$ cat src/rtl/uart_rx.sv
// UART receiver: 8N1, LSB first, idle high, 16x oversampled.
// One-deep receive buffer with valid/read handshake, framing and overrun flags.
module uart_rx #(
  parameter int unsigned CLK_HZ = 100_000_000,
  parameter int unsigned BAUD   = 115200,
  parameter int unsigned OVS    = 16
) (
  input  logic       sys_clk_i,
  input  logic       sys_rstn_i,
  input  logic       uart_rx_i,
  input  logic       uart_rd_i,
  output logic [7:0] uart_dat_o,
  output logic       uart_valid_o,
  output logic       uart_frame_err_o,
  output logic       uart_overrun_o,
  output logic       uart_busy_o
);

  localparam int unsigned TW = $clog2(OVS);
  localparam logic [31:0] INC = 32'(BAUD * OVS);
  localparam logic [31:0] LIM = 32'(CLK_HZ);
  localparam logic [TW-1:0] HALF = TW'(OVS / 2 - 1);
  localparam logic [TW-1:0] LAST = TW'(OVS - 1);

  typedef enum logic [2:0] {
    S_IDLE,
    S_START,
    S_DATA,
    S_STOP,
    S_BRK
  } state_e;

  logic          rx_m_q, rx_s_q;
  logic [31:0]   acc_q, acc_d, acc_sum;
  logic          tick;
  state_e        state_q, state_d;
  logic [TW-1:0] tcnt_q, tcnt_d;
  logic [2:0]    bitn_q, bitn_d;
  logic [7:0]    shift_q, shift_d;
  logic          deliver, ferr;
  logic [7:0]    dat_q, dat_d;
  logic          valid_q, valid_d;
  logic          ovr_q, ovr_d;
  logic          ferr_q;

  always_ff @(posedge sys_clk_i or negedge sys_rstn_i) begin
    if (!sys_rstn_i) begin
      rx_m_q <= 1'b1;
      rx_s_q <= 1'b1;
    end else begin
      rx_m_q <= uart_rx_i;
      rx_s_q <= rx_m_q;
    end
  end

  // Fractional baud: acc never exceeds LIM + INC, so no 32b overflow.
  always_comb begin
    acc_sum = acc_q + INC;
    tick    = (acc_sum >= LIM);
    acc_d   = tick ? (acc_sum - LIM) : acc_sum;
  end

  always_comb begin
    state_d = state_q;
    tcnt_d  = tcnt_q;
    bitn_d  = bitn_q;
    shift_d = shift_q;
    deliver = 1'b0;
    ferr    = 1'b0;
    if (tick) begin
      unique case (state_q)
        S_IDLE: begin
          if (!rx_s_q) begin
            state_d = S_START;
            tcnt_d  = '0;
          end
        end
        S_START: begin
          if (tcnt_q == HALF) begin
            if (rx_s_q) begin
              state_d = S_IDLE;
            end else begin
              state_d = S_DATA;
              tcnt_d  = '0;
              bitn_d  = '0;
            end
          end else begin
            tcnt_d = tcnt_q + 1'b1;
          end
        end
        S_DATA: begin
          if (tcnt_q == LAST) begin
            shift_d[bitn_q] = rx_s_q;
            tcnt_d = '0;
            if (bitn_q == 3'd7) begin
              state_d = S_STOP;
            end else begin
              bitn_d = bitn_q + 1'b1;
            end
          end else begin
            tcnt_d = tcnt_q + 1'b1;
          end
        end
        S_STOP: begin
          if (tcnt_q == LAST) begin
            tcnt_d = '0;
            if (rx_s_q) begin
              deliver = 1'b1;
              state_d = S_IDLE;
            end else begin
              ferr    = 1'b1;
              state_d = S_BRK;
            end
          end else begin
            tcnt_d = tcnt_q + 1'b1;
          end
        end
        S_BRK: begin
          if (rx_s_q) begin
            state_d = S_IDLE;
          end
        end
        default: state_d = S_IDLE;
      endcase
    end
  end

  // A read in the same cycle as a delivery frees the slot for the new byte.
  always_comb begin
    dat_d   = dat_q;
    valid_d = valid_q;
    ovr_d   = ovr_q;
    if (uart_rd_i) begin
      valid_d = 1'b0;
      ovr_d   = 1'b0;
    end
    if (deliver) begin
      if (!valid_q || uart_rd_i) begin
        dat_d   = shift_q;
        valid_d = 1'b1;
      end else begin
        ovr_d = 1'b1;
      end
    end
  end

  always_ff @(posedge sys_clk_i or negedge sys_rstn_i) begin
    if (!sys_rstn_i) begin
      acc_q   <= '0;
      state_q <= S_IDLE;
      tcnt_q  <= '0;
      bitn_q  <= '0;
      shift_q <= '0;
      dat_q   <= '0;
      valid_q <= 1'b0;
      ovr_q   <= 1'b0;
      ferr_q  <= 1'b0;
    end else begin
      acc_q   <= acc_d;
      state_q <= state_d;
      tcnt_q  <= tcnt_d;
      bitn_q  <= bitn_d;
      shift_q <= shift_d;
      dat_q   <= dat_d;
      valid_q <= valid_d;
      ovr_q   <= ovr_d;
      ferr_q  <= ferr;
    end
  end

  assign uart_dat_o       = dat_q;
  assign uart_valid_o     = valid_q;
  assign uart_frame_err_o = ferr_q;
  assign uart_overrun_o   = ovr_q;
  assign uart_busy_o      = (state_q != S_IDLE);

endmodule
$ cat config.mk
export PLATFORM = sky130hd
export DESIGN_NAME = uart_rx
export DESIGN_NICKNAME = d
export VERILOG_FILES = /design/src/rtl/uart_rx.sv
export SDC_FILE = /design/constraint.sdc
export NUM_CORES = 1
export LEC_CHECK = 0
export BUFFER_PORTS_ARGS = -buffer_cell sky130_fd_sc_hd__buf_4
export CORE_ASPECT_RATIO = 1.2
export CORE_UTILIZATION = 56
export DETAILED_ROUTE_END_ITERATION = 16
export PLACE_DENSITY = 0.85
export SYNTH_ARGS = -nofsm -noshare
export SYNTH_HDL_FRONTEND = slang
export SYNTH_SLANG_ARGS = --single-unit
$ cat constraint.sdc
create_clock -name sys_clk_i -period 3 [get_ports sys_clk_i]
set_input_delay 0.45 -clock sys_clk_i [delete_from_list [all_inputs] [get_ports sys_clk_i]]
set_output_delay 0.45 -clock sys_clk_i [all_outputs]
set_load 0.05 [all_outputs]
==> flow_summary.json, run 1 <==
{
  "place_inst": 439,
  "worst-r2r-setup-slack_ns": 0.09,
  "syn_nets": 352,
  "vias_per_cell": 5.88,
  "synth_cells": 341,
  "hold_ws_ns": 0.160,
  "drv_cap": 0,
  "r2r_cells": 9,
  "yosysTopAreaCellShare_pct": 39.2,
  "grt_pass1_wl_mm": 11.7,
  "crit_type": "register to register",
  "critPathLaunchType": "register",
  "dp_hpwl_mm": 5.15,
  "synth-seq-area-share_pct": 40.7,
  "r2r-start": "acc_q[13]",
  "finalCritPeriodShare_pct": 96.9,
  "finalHoldViolations": 0,
  "stdcell_area_sq_mm": 0.00382,
  "arrival_ns": 3.11,
  "wl_per_cell_microns": 15.9,
  "vdd_drop_max_uv": 368,
  "crit_fanout": 9,
  "ant_nets": 0,
  "synth_ff_type": "dfrtp_1",
  "io-pin-count": 16,
  "final_common_cell": "dfrtp_1",
  "vias": 2656,
  "min_path_type": "input pin to asynchronous set/reset pin",
  "numCtsBuffers": 5,
  "layout-drive-gt1-share_pct": 22.3,
  "grt_usage_pct": 23.9,
  "yosysUniqueCellTypes": 68,
  "layout.nets": 382,
  "slew_viol_final": 0,
  "max_freq_ghz": 0.344,
  "diodes": 0,
  "ys_ff_latch": 55,
  "relSlewSlack_pct": 54.5,
  "leakagePower_uw": 0.00173,
  "die_w_microns": 73.0,
  "core_area_sq_mm": 0.00574,
  "fin_crit_ns": 2.91,
  "yosys_warnings": 0,
  "fp.dieH_microns": 87.2,
  "grt_max_degree": 56,
  "avgSynthCellArea_sq_um": 9.93,
  "cts.sinks": 55,
  "r2r-end": "shift_q[4]",
  "yosysTopAreaCell": "dfrtp_1",
  "first_global_vias": 2549,
  "io_buffers": 15,
  "postCtsHoldBufs": 0,
  "cts.htree.levels": 2,
  "drc": 0,
  "area_growth_pct": 12.7,
  "synth_edf_count": 0,
  "path_clk_slew_ns": 0.11,
  "startpoint": "acc_q[13]",
  "clock_skew_ns": 0.0172,
  "drt_pre_antenna_iters": 4,
  "fillCellCount": 451,
  "clockRootBuffer": "clkbuf_8",
  "postLayoutCoreUtil_pct": 66.5,
  "antenna_found_initial": 0,
  "final_cell_mix": "dfrtp_1, buf_4, nor2_1, nand2_1",
  "initial_core_util_pct": 59.0,
  "synthArstFlopShare_pct": 100,
  "rows": 30,
  "ys_top_cells_by_area": "dfrtp_1, xnor2_1, mux2_4",
  "setup.worst_path.end_class": "register",
  "gp_congestion": 0.917,
  "clockBufferDepth": 2,
  "die_area_sq_mm": 0.00636,
  "clock_latency_ns": 0.32,
  "overflow": 0,
  "final_cells": 452,
  "wirelength_mm": 7.18,
  "worstMarginPinSlew_ns": 0.682,
  "status": "finished clean",
  "dpl_cell_area_sq_mm": 0.00367,
  "setup_viol": 0,
  "required_ns": 3.20,
  "drt-initial-drc-count": 188,
  "powerDensity_mw_per_mm2": 314,
  "cts_tree": "done",
  "synth_area_sq_mm": 0.00339,
  "endpoint": "shift_q[4]"
}
[flip-flops by register name, summed over array words and instances, names as in the netlist]
| signal | cells |
|---|---|
| uart_overrun_o | 1 |
| tcnt_q | 4 |
| uart_frame_err_o | 1 |
| state_q | 3 |
| rx_m_q | 1 |
| uart_dat_o | 8 |
| rx_s_q | 1 |
| shift_q | 8 |
| bitn_q | 3 |
| uart_valid_o | 1 |
| acc_q | 24 |
[power by group]
part           switching [uW]  total [uW]  internal [uW]
Clock                     262         435            172
Sequential               3.01         746            743
Combinational            15.2        18.8           3.64
[area by class of cell]
type	instances	area [sq um]	area share, %
Timing Repair Buffer	40	313	8.19
Sequential cell	55	1380	36.1
Clock inverter	3	26.3	0.688
Inverter	16	60.1	1.57
Clock buffer	5	68.8	1.80
Multi-Input combinational cell	253	1870	49.0
Tap cell	80	100	2.62
[routing by layer]
layer,vias up,GRT usage (%),part of all wire (%)
met3,19,3.47,4.0
met5,-,0,0
li1,1283,-,-
met4,0,6.95,2.2
met1,1272,28.9,40
met2,82,43.6,53
[cell usage after synthesis, types with 2 or more instances]
cell and count:
dfrtp_1 53, nand2_1 27, nor2_1 27, inv_1 16, xnor2_1 16, nand3_1 15, o21ai_0 14, xor2_1 13
a21oi_1 10, mux2_4 9, buf_2 7, ha_1 7, nand4_1 7, a31oi_1 6, clkbuf_1 6, mux2_1 6
mux2_2 6, nor3_1 6, o22ai_1 6, nor2b_1 5, mux2i_1 4, nand2b_1 4, o211ai_1 4, o21ai_1 4
a211oi_1 3, and3_1 3, nand3b_1 3, o2111ai_1 3, a21boi_0 2, a21o_1 2, and2_1 2, buf_4 2
dfstp_2 2, nor3_4 2, nor3b_1 2, o211a_1 2, o21a_1 2, or3_1 2, or4_1 2
[stage by stage]
stage,setup WS [ns],total power [uW],TNS (ns)
6_report,0.0937,1200,0
5_1_grt,-0.0227,1230,-0.0860
4_1_cts,0.0759,1210,0
3_5_place_dp,0.124,781,0
3_3_place_gp,0.171,781,0
2_1_floorplan,0.217,762,0
[kinds of logic (layout without fill, tap and decap cells)]
logic type / count (synthesis) / in the layout / share of synthesized area (%)
muxes: 25 / 25 / 9.16
xor gates and xnor gates: 30 / 30 / 7.98
adders and majority gates: 7 / 7 / 2.59
and+or+nand+nor: 119 / 119 / 19.8
buffers and inverters: 33 / 64 / 4.36
DFF: 55 / 55 / 40.7
AOI/OAI and AO/OA: 72 / 72 / 15.4
[worst min path at each step]
stage	endpoint	startpoint	slack (ns)
after floorplan	acc_q[10]	sys_rstn_i	0.15
after global placement	rx_s_q	rx_m_q	0.35
after detailed placement	rx_s_q	rx_m_q	0.35
after CTS	acc_q[21]	sys_rstn_i	0.19
after global routing	acc_q[23]	sys_rstn_i	0.22
final	acc_q[24]	sys_rstn_i	0.16
[critical path, cell delays in order (launching register included)]
cell      delay, ns
dfrtp_1        0.44
ha_1           0.26
nand4_4        0.20
a21oi_1        0.29
xnor2_2        0.22
nand4_1        0.25
o2111a_2       0.35
buf_4          0.17
nor4_2         0.26
mux2_1         0.36
[repair_timing]
action	4_1_cts	5_1_grt
setup buffers	0	5
resized for setup	0	2
endpoints found under the setup margin	0	25
Power figures use the tool's default switching activity.
==> run 2: changes to the inputs <==
Clock period 3 ns to 2.47 ns, I/O delays scaled along.
==> run 2 against run 1 <==
  * The flow now finishes with violations (setup timing)
  * Critical path depth increased by 3
  * Largest cell class unchanged
  * Critical endpoint is now shift_q[7]
  * Clock power is 23% higher
  * Sequential power increased by 22%
  * Routed wire length increased by 48%
  * Critical path type unchanged
  * Sequential share of layout area down 6.8 points
  * Non-clock buffer count is 70 higher
==> flow_summary.json, run 2 (synthesized netlist as in run 1, its figures left out) <==
{
  "crit_type": "register to register",
  "largest_reg_flops": 24,
  "finalCritPeriodShare_pct": 113,
  "antenna_found_initial": 0,
  "grt_usage_pct": 30.7,
  "max_freq_ghz": 0.360,
  "final_common_cell": "buf_4",
  "critPathLaunchType": "register",
  "fp.dieH_microns": 87.2,
  "clockBufferDepth": 2,
  "fin_crit_ns": 2.78,
  "status": "complete, but fails checks",
  "diodes": 0,
  "layout.nets": 452,
  "die_area_sq_mm": 0.00636,
  "grt_pass1_wl_mm": 14.7,
  "multi_input_area_sq_mm": 0.00220,
  "drt-initial-drc-count": 305,
  "clock_latency_ns": 0.32,
  "largest_register": "acc_q",
  "fillCellCount": 300,
  "vdd_drop_max_uv": 333,
  "wl_met2_mm": 5.65,
  "worstMarginPinSlew_ns": 0.695,
  "wl_per_cell_microns": 20.4,
  "drv_cap": 0,
  "violations": "setup timing",
  "crit_fanout": 6,
  "finalSetupTns_ns": -10.31,
  "finalHoldViolations": 0,
  "cts.sinks": 55,
  "layout-drive-gt1-share_pct": 45.2,
  "vias_per_cell": 6.33,
  "path_clk_slew_ns": 0.11,
  "relSlewSlack_pct": 53.7,
  "die_w_microns": 73.0,
  "numCtsBuffers": 5,
  "ant_nets": 0,
  "io_buffers": 15,
  "drt_pre_antenna_iters": 5,
  "setup_viol": 48,
  "drt-met1-wl_mm": 3.73,
  "dp_worst_setup_slack_ns": -0.350,
  "gp_congestion": 0.932,
  "rows": 30,
  "arrival_ns": 2.99,
  "core_area_sq_mm": 0.00574,
  "final_cell_mix": "buf_4, dfrtp_1, nor2_1",
  "final_cells": 522,
  "clockRootBuffer": "clkbuf_8",
  "layout_setup_ws_ns": -0.309,
  "postCtsHoldBufs": 0,
  "vias": 3302,
  "min_path_type": "input pin to asynchronous set/reset pin",
  "wl_met3_microns": 604,
  "area_growth_pct": 39.1,
  "slew_viol_final": 0,
  "drc": 0,
  "dp_hpwl_mm": 5.80,
  "grt_setup_unrepaired": "true",
  "seq_area_sq_mm": 0.00138,
  "top_layer": "met4",
  "leakagePower_uw": 0.00218,
  "initial_core_util_pct": 59.0,
  "place_inst": 485,
  "wirelength_mm": 10.7,
  "io-pin-count": 16,
  "powerDensity_mw_per_mm2": 311,
  "first_global_vias": 3121,
  "overflow": 0,
  "cts.htree.levels": 2,
  "required_ns": 2.68,
  "clock_skew_ns": 0.0100,
  "grt_max_degree": 56,
  "setup.worst_path.end_class": "register",
  "cts_tree": "done"
}
## run 2: cell types whose count changed in the layout (fill, tap and decap cells not counted), sizes merged
cell	change
buf	+70
## run 2: power by group
part           switching [uW]  leakage, uW  total (uW)  internal, uW
registers                3.95     0.000732         907           903
logic                    18.9      0.00140        23.4          4.55
clock network             330    0.0000489         536           206
## run 2: metal layers
| layer | global-route usage [%] | vias to the layer above |
|---|---|---|
| met2 | 58.1 | 213 |
| met1 | 32.1 | 1602 |
| met3 | 4.51 | 71 |
| met5 | 0 | - |
| li1 | - | 1416 |
| met4 | 16.2 | 0 |
## run 2: path summary, 6_finish.rpt
check,startpoint,end,slack [ns],depth (start not counted)
min in group sys_clk_i,uart_rx_i,rx_m_q,0.15,1
worst max-delay path,acc_q[13],shift_q[7],-0.31,12
worst min-delay path,sys_rstn_i,acc_q[20],0.07,1
max in group asynchronous,sys_rstn_i,acc_q[14],1.91,1
worst min register to register,rx_m_q,rx_s_q,0.36,0
worst max register to register,acc_q[13],shift_q[7],-0.31,12
## run 2: critical path: stages, from the launching register on
cell,delay [ns]
dfrtp_1,0.44
inv_1,0.15
ha_4,0.23
nor2_2,0.16
o2111ai_2,0.14
a211oi_2,0.27
o22ai_2,0.10
buf_4,0.16
o2111ai_4,0.25
buf_6,0.20
nand3_4,0.10
nor2_4,0.15
mux2_4,0.31
## run 2: layout make-up
| class | count | share of cell area, % |
|---|---|---|
| well taps | 80 | 2.12 |
| flip-flops and latches | 55 | 29.3 |
| clock inverters | 3 | 0.478 |
| inverters | 16 | 1.27 |
| multi-input cells | 253 | 46.6 |
| repair buffers | 110 | 18.8 |
| clock buffers | 5 | 1.46 |
## run 2: stage by stage
| step | instance area, sq um | util (%) | hold slack, ns | power [uW] |
|---|---|---|---|---|
| finish | 4710 | 82.0 | 0.0749 | 1470 |
| global route | 4710 | 82.0 | 0.138 | 1510 |
| CTS | 4470 | 77.8 | 0.108 | 1470 |
| detailed placement | 4080 | 71.0 | 0.349 | 948 |
| global placement | 4080 | 71.0 | 0.346 | 947 |
| floorplan | 3460 | - | 0.0749 | 925 |
## run 2: timing repair
| action | CTS | global route |
|---|---|---|
| buffers inserted | 18 | 13 |
| pin swaps | 14 | 30 |
| resized for setup | 35 | 36 |
| endpoints found under the setup margin | 43 | 51 |
